**config.mk**
```make
export PLATFORM = sky130hd
export DESIGN_NAME = csa_final_adder
export DESIGN_NICKNAME = d
export VERILOG_FILES = /design/src/rtl/csa_final_adder.sv
export SDC_FILE = /design/constraint.sdc
export NUM_CORES = 1
export LEC_CHECK = 0
export BUFFER_PORTS_ARGS = -buffer_cell sky130_fd_sc_hd__buf_2
export CAP_MARGIN = 20
export CORE_MARGIN = 5
export CORE_UTILIZATION = 41
export DETAILED_ROUTE_END_ITERATION = 6
export HOLD_SLACK_MARGIN = 0.12
export PLACE_DENSITY = 0.69
export REMOVE_ABC_BUFFERS = 1
export SLEW_MARGIN = 20
export SYNTH_ARGS = -nofsm -noshare
export SYNTH_HDL_FRONTEND = slang
export SYNTH_SLANG_ARGS = --single-unit
```
**constraint.sdc**
```tcl
create_clock -name clk -period 9.65 [get_ports clk]
set_input_delay 0.4825 -clock clk [delete_from_list [all_inputs] [get_ports clk]]
set_output_delay 0.4825 -clock clk [all_outputs]
set_load 0.02 [all_outputs]
```
**src/rtl/csa_final_adder.sv**
```systemverilog
// ----------------------------------------------------------------------------
// csa_final_adder
//
// Pipelined carry-propagate adder that resolves the redundant (sum, carry)
// pair coming out of the multiplier's 3:2 compressor tree into a binary
// product mantissa. The W-bit addition is cut into NSTG = W/SEG segments.
// Stage k adds segment k plus the carry registered by stage k-1. Finished
// low segments ride along with the still-unprocessed high segments.
//
// Ports:
//   clk       clock, all state updates on the rising edge
//   rst       asynchronous active-high reset
//   in_valid  sum_i/carry_i/tag_i valid
//   in_ready  stage 0 can accept
//   sum_i     sum vector from the compressor tree (W bits)
//   carry_i   carry vector, already bit-aligned with sum_i (W bits)
//   tag_i     sideband tag, returned unchanged with the result
//   out_valid result valid
//   out_ready downstream accepts
//   res_o     sum_i + carry_i, W+1 bits; bit W is the carry-out
//   tag_o     tag of the result
//   zero_o    res_o == 0, qualified by out_valid
//             (present only when CPA_ZERO_DETECT_EN is defined)
//
// Optional feature macro: CPA_ZERO_DETECT_EN
// ----------------------------------------------------------------------------
module csa_final_adder #(
    parameter int unsigned W    = 32,
    parameter int unsigned SEG  = 8,
    parameter int unsigned TAGW = 4
) (
    input  logic            clk,
    input  logic            rst,
    input  logic            in_valid,
    output logic            in_ready,
    input  logic [W-1:0]    sum_i,
    input  logic [W-1:0]    carry_i,
    input  logic [TAGW-1:0] tag_i,
    output logic            out_valid,
    input  logic            out_ready,
    output logic [W:0]      res_o,
    output logic [TAGW-1:0] tag_o
`ifdef CPA_ZERO_DETECT_EN
    ,
    output logic            zero_o
`endif
);

    localparam int unsigned NSTG = W / SEG;

    if ((SEG == 0) || ((W % SEG) != 0)) begin : g_bad_param
        $error("csa_final_adder: W must be a non-zero multiple of SEG");
    end

    // w_ready[k] is the ready seen by stage k; w_ready[NSTG] is the sink.
    logic [NSTG:0] w_ready;

    assign w_ready[NSTG] = out_ready;

    for (genvar k = 0; k < NSTG; k++) begin : g_stage
        // Upstream view for this stage.
        logic            w_vin;
        logic [W-1:0]    w_acc_in;
        logic [W-1:0]    w_car_in;
        logic            w_cy_in;
        logic [TAGW-1:0] w_tag_in;

        // Stage registers.
        logic            r_valid;
        logic [TAGW-1:0] r_tag;
        logic [W-1:0]    r_acc;
        logic            r_cy;

        // Segment adder and next accumulator image.
        logic [SEG:0]    w_seg;
        logic [W-1:0]    w_acc_nxt;

        if (k == 0) begin : g_first
            assign w_vin    = in_valid;
            assign w_acc_in = sum_i;
            assign w_car_in = carry_i;
            assign w_cy_in  = 1'b0;
            assign w_tag_in = tag_i;
        end else begin : g_next
            assign w_vin    = g_stage[k-1].r_valid;
            assign w_acc_in = g_stage[k-1].r_acc;
            assign w_car_in = g_stage[k-1].g_car.r_car;
            assign w_cy_in  = g_stage[k-1].r_cy;
            assign w_tag_in = g_stage[k-1].r_tag;
        end

        // A bubble (or a stage whose successor is ready) may always load.
        assign w_ready[k] = !r_valid || w_ready[k+1];

        assign w_seg = {1'b0, w_acc_in[k*SEG +: SEG]}
                     + {1'b0, w_car_in[k*SEG +: SEG]}
                     + {{SEG{1'b0}}, w_cy_in};

        // Lower segments already hold results, higher ones still hold sum bits.
        always_comb begin
            w_acc_nxt                 = w_acc_in;
            w_acc_nxt[k*SEG +: SEG]   = w_seg[SEG-1:0];
        end

        always_ff @(posedge clk or posedge rst) begin
            if (rst) begin
                r_valid <= 1'b0;
                r_tag   <= '0;
                r_acc   <= '0;
                r_cy    <= 1'b0;
            end else if (w_ready[k]) begin
                r_valid <= w_vin;
                // Payload only moves with a real operand so a bubble never
                // disturbs what an output stage is presenting.
                if (w_vin) begin
                    r_tag <= w_tag_in;
                    r_acc <= w_acc_nxt;
                    r_cy  <= w_seg[SEG];
                end
            end
        end

        // Carry vector is only needed while higher segments remain.
        if (k < NSTG - 1) begin : g_car
            logic [W-1:0] r_car;

            always_ff @(posedge clk or posedge rst) begin
                if (rst) begin
                    r_car <= '0;
                end else if (w_ready[k] && w_vin) begin
                    r_car <= w_car_in;
                end
            end
        end else begin : g_last
            // The final stage consumes only its own carry segment.
            logic w_unused_car;
            assign w_unused_car = ^w_car_in;
        end

`ifdef CPA_ZERO_DETECT_EN
        logic w_zero_in;
        logic w_zero_nxt;
        logic r_zero;

        if (k == 0) begin : g_zfirst
            assign w_zero_in = 1'b1;
        end else begin : g_znext
            assign w_zero_in = g_stage[k-1].r_zero;
        end

        // The last stage folds in the carry-out so the flag covers all of res_o.
        if (k == NSTG - 1) begin : g_zlast
            assign w_zero_nxt = w_zero_in && (w_seg == '0);
        end else begin : g_zmid
            assign w_zero_nxt = w_zero_in && (w_seg[SEG-1:0] == '0);
        end

        always_ff @(posedge clk or posedge rst) begin
            if (rst) begin
                r_zero <= 1'b0;
            end else if (w_ready[k] && w_vin) begin
                r_zero <= w_zero_nxt;
            end
        end
`endif
    end

    assign in_ready  = w_ready[0];
    assign out_valid = g_stage[NSTG-1].r_valid;
    assign res_o     = {g_stage[NSTG-1].r_cy, g_stage[NSTG-1].r_acc};
    assign tag_o     = g_stage[NSTG-1].r_tag;

`ifdef CPA_ZERO_DETECT_EN
    assign zero_o    = g_stage[NSTG-1].r_zero && g_stage[NSTG-1].r_valid;
`endif

endmodule

```
==> impl_metrics.env <==
export IMPL_status="complete, no violations"
export IMPL_setup_tns_ns=0
export IMPL_clock_fmax_ghz=0.435
export IMPL_drt_pass1_iterations=4
export IMPL_synthToLayoutAreaGrowth_pct=15.2
export IMPL_synth_compound_area_share_pct=5.97
export IMPL_synth_top_family_by_area="multiplexers"
export IMPL_ys_flop_type="dfrtp_1"
export IMPL_synth_area_um2=8880
export IMPL_cts_buffers=17
export IMPL_htree_levels=4
export IMPL_vias_per_cell=4.88
export IMPL_period_minus_slack_ns=2.30
export IMPL_endpoint_kind="flop"
export IMPL_ir_worst_vdd_mv=0.120
export IMPL_ctsHoldBuffers=0
export IMPL_hpwl_mm=9.95
export IMPL_powerDensity_nw_per_um2=291
export IMPL_postCtsSetupBuffers=0
export IMPL_max_stage_delay_ns=0.52
export IMPL_crit_fanout=3
export IMPL_insertion_delay_ns=0.42
export IMPL_synth_xor_area_share_pct=2.27
export IMPL_start_kind="flop"
export IMPL_fp_dieH_um=157
export IMPL_synth_cell_types=41
export IMPL_path_delay_family="adder cells"
export IMPL_synth_top_area_share_pct=56.4
export IMPL_antenna_found_initial=1
export IMPL_gr_total_overflow=0
export IMPL_arrival_ns=2.56
export IMPL_avgRoutedWirePerCell_um=15.0
export IMPL_muxShareOfSynthArea_pct=23.2
export IMPL_slowest_stage="fa_1"
export IMPL_grt_pass1_vias=5213
export IMPL_slew_violations=0
export IMPL_core_area_um2=21200
export IMPL_synthSimpleGateAreaFrac_pct=3.55
export IMPL_ys_async_sr_fraction_pct=100
export IMPL_max_slew_margin_pct=30.1
export IMPL_place_gp_congestion=0.780
export IMPL_drc=0
export IMPL_start_util_pct=42.0
export IMPL_design_area_um2=10200
export IMPL_dieWidth_um=157
export IMPL_cts_sinks=200
export IMPL_critPathBufInv=0
export IMPL_post_route_period_util_pct=23.8
export IMPL_routed_via_count=4918
export IMPL_final_core_utilization_pct=48.3
export IMPL_fin_skew_ns=0.0109
export IMPL_io_buffers=110
export IMPL_synth_top_area_cell="dfrtp_1"
export IMPL_drtAntennaViolNets=0
export IMPL_crit_chain="fa_1 > fa_1 > a21oi_1 > o211ai_1 > a21oi_1 > xor2_1 > o21ai_0"
export IMPL_worstHoldPathType="in2async"
export IMPL_drt_iter0_drc=211
export IMPL_finalHoldViolCount=0
export IMPL_n_antenna_cell=0
export IMPL_cts_buffer_depth=2
export IMPL_final_cell_mix="dfrtp_1 (200), mux2_2 (115), buf_2 (110)"
export IMPL_nets=830
export IMPL_synth_edf_count=0
export IMPL_tightest_slew_ns=1.05
export IMPL_tritoncts="built"
export IMPL_p_leak_nw=4.73
export IMPL_syn_inst=613
export IMPL_cts_root_buf="clkbuf_16"
export IMPL_track_usage_pct=13.1
export IMPL_rows=53
export IMPL_yosysWarnings=0
export IMPL_setup_viol=0
export IMPL_wirelength_mm=15.2
export IMPL_cts_resized=0
export IMPL_grt_pass1_wl_mm=26.0
export IMPL_synth_area_top_cells="dfrtp_1 (56%), mux2_2 (15%), mux2_4 (7.8%)"
export IMPL_ys_seq_area_share_pct=56.4
export IMPL_hold_slack_ns=0.190
export IMPL_die_area_um2=24700
export IMPL_syn_area_per_cell_um2=14.5
export IMPL_drive_above_1_share_pct=42.7
export IMPL_layout_commonest_cell="dfrtp_1"
export IMPL_grt_max_degree=120
export IMPL_placed_cell_area_um2=9610
export IMPL_ios=111
export IMPL_total_power_mw=2.98
export IMPL_clk_pin_slew_ns=0.07
export IMPL_cp_required_ns=9.91
export IMPL_rsz0062_at_grt="no"
export IMPL_maxCapViolations=0
export IMPL_crit_type="reg2reg"
export IMPL_synth_fa_ha_area_share_pct=5.66
export IMPL_ys_seq_elements=200
export IMPL_r2r_setup_slack_ns=7.35
per-layer routing:
layer	track usage, %	share of wire, %	vias to the layer above
met1	17.8	47	2432
li1	-	-	2385
met5	0	0.086	-
met2	20.6	47	88
met3	4.37	6.0	11
met4	2.91	0.63	2
power by group:
part	internal (mW)	leakage, nW	switching (mW)
clock network	0.445	0.296	0.296
logic	0.488	2.07	0.470
registers	1.12	2.36	0.153
logic make-up after synthesis:
kind of cell | Yosys count
buffers and inverters | 34
and+or+nand+nor | 65
xor gates and xnor gates | 23
adders and majority gates | 36
DFF | 200
muxes | 168
AOI/OAI and AO/OA | 87
worst paths after layout:
check / start / endpoint / cells past startpoint
worst max-delay path: g_stage[1].r_acc[16]$_DFFE_PP0P_ / g_stage[2].r_acc[22]$_DFFE_PP0P_ / 7
worst min register to register: g_stage[3].r_acc[27]$_DFFE_PP0P_ / g_stage[3].r_acc[27]$_DFFE_PP0P_ / 2
max in group asynchronous: rst / g_stage[2].r_tag[1]$_DFFE_PP0P_ / 3
worst min-delay path: rst / tag_o[0]$_DFFE_PP0P_ / 2
min in group clk: carry_i[25] / g_stage[0].g_car.r_car[25]$_DFFE_PP0P_ / 2
worst max register to register: g_stage[1].r_acc[16]$_DFFE_PP0P_ / g_stage[2].r_acc[22]$_DFFE_PP0P_ / 7
Yosys cell counts, types with 2 or more instances:
master      n
dfrtp_1   200
o21bai_1    5
a21oi_1    23
o21ai_1     2
mux2_2    115
nand2b_1    9
ha_1       29
o21ai_0    31
buf_4      10
nor3_1      8
nor2_1      7
xnor2_1     5
a21o_1      6
o211ai_1    5
xor2_1     18
inv_1       9
mux2_1      6
fa_1        7
a31oi_1     2
nand2_1    32
buf_12      4
buf_2       5
buf_6       2
a211oi_1    5
clkbuf_1    2
o21ai_4     2
mux2_4     46
o31ai_1     4
nand2_2     2
metrics by stage:
step	setup slack, ns	cells
after global placement	7.30	977
final	7.35	1008
after global routing	7.12	1008
after detailed placement	7.25	978
after floorplan	3.71	589
after CTS	7.35	1008
layout make-up:
cell class / instances / area (µm²)
multi-input combinational: 379 / 3620
sequential: 200 / 5000
inverter: 10 / 45.0
clock buffer: 22 / 464
timing repair buffer: 114 / 604
clock inverter: 8 / 146
fill: 1870 / 10900
tap: 275 / 344
state kept, by name, indices dropped and copies added (netlist names):
signal	count
g_stage.r_tag	12
tag_o	4
g_stage.r_cy	4
g_stage.r_valid	3
g_stage.r_acc	128
g_stage.g_car.r_car	48
out_valid	1
worst reg2reg max path, cell delays in order, from the launching register on:
cell	delay, ns
dfrtp_1	0.40
fa_1	0.52
fa_1	0.45
a21oi_1	0.20
o211ai_1	0.12
a21oi_1	0.21
xor2_1	0.16
o21ai_0	0.09
Power figures use the tool's default switching activity.
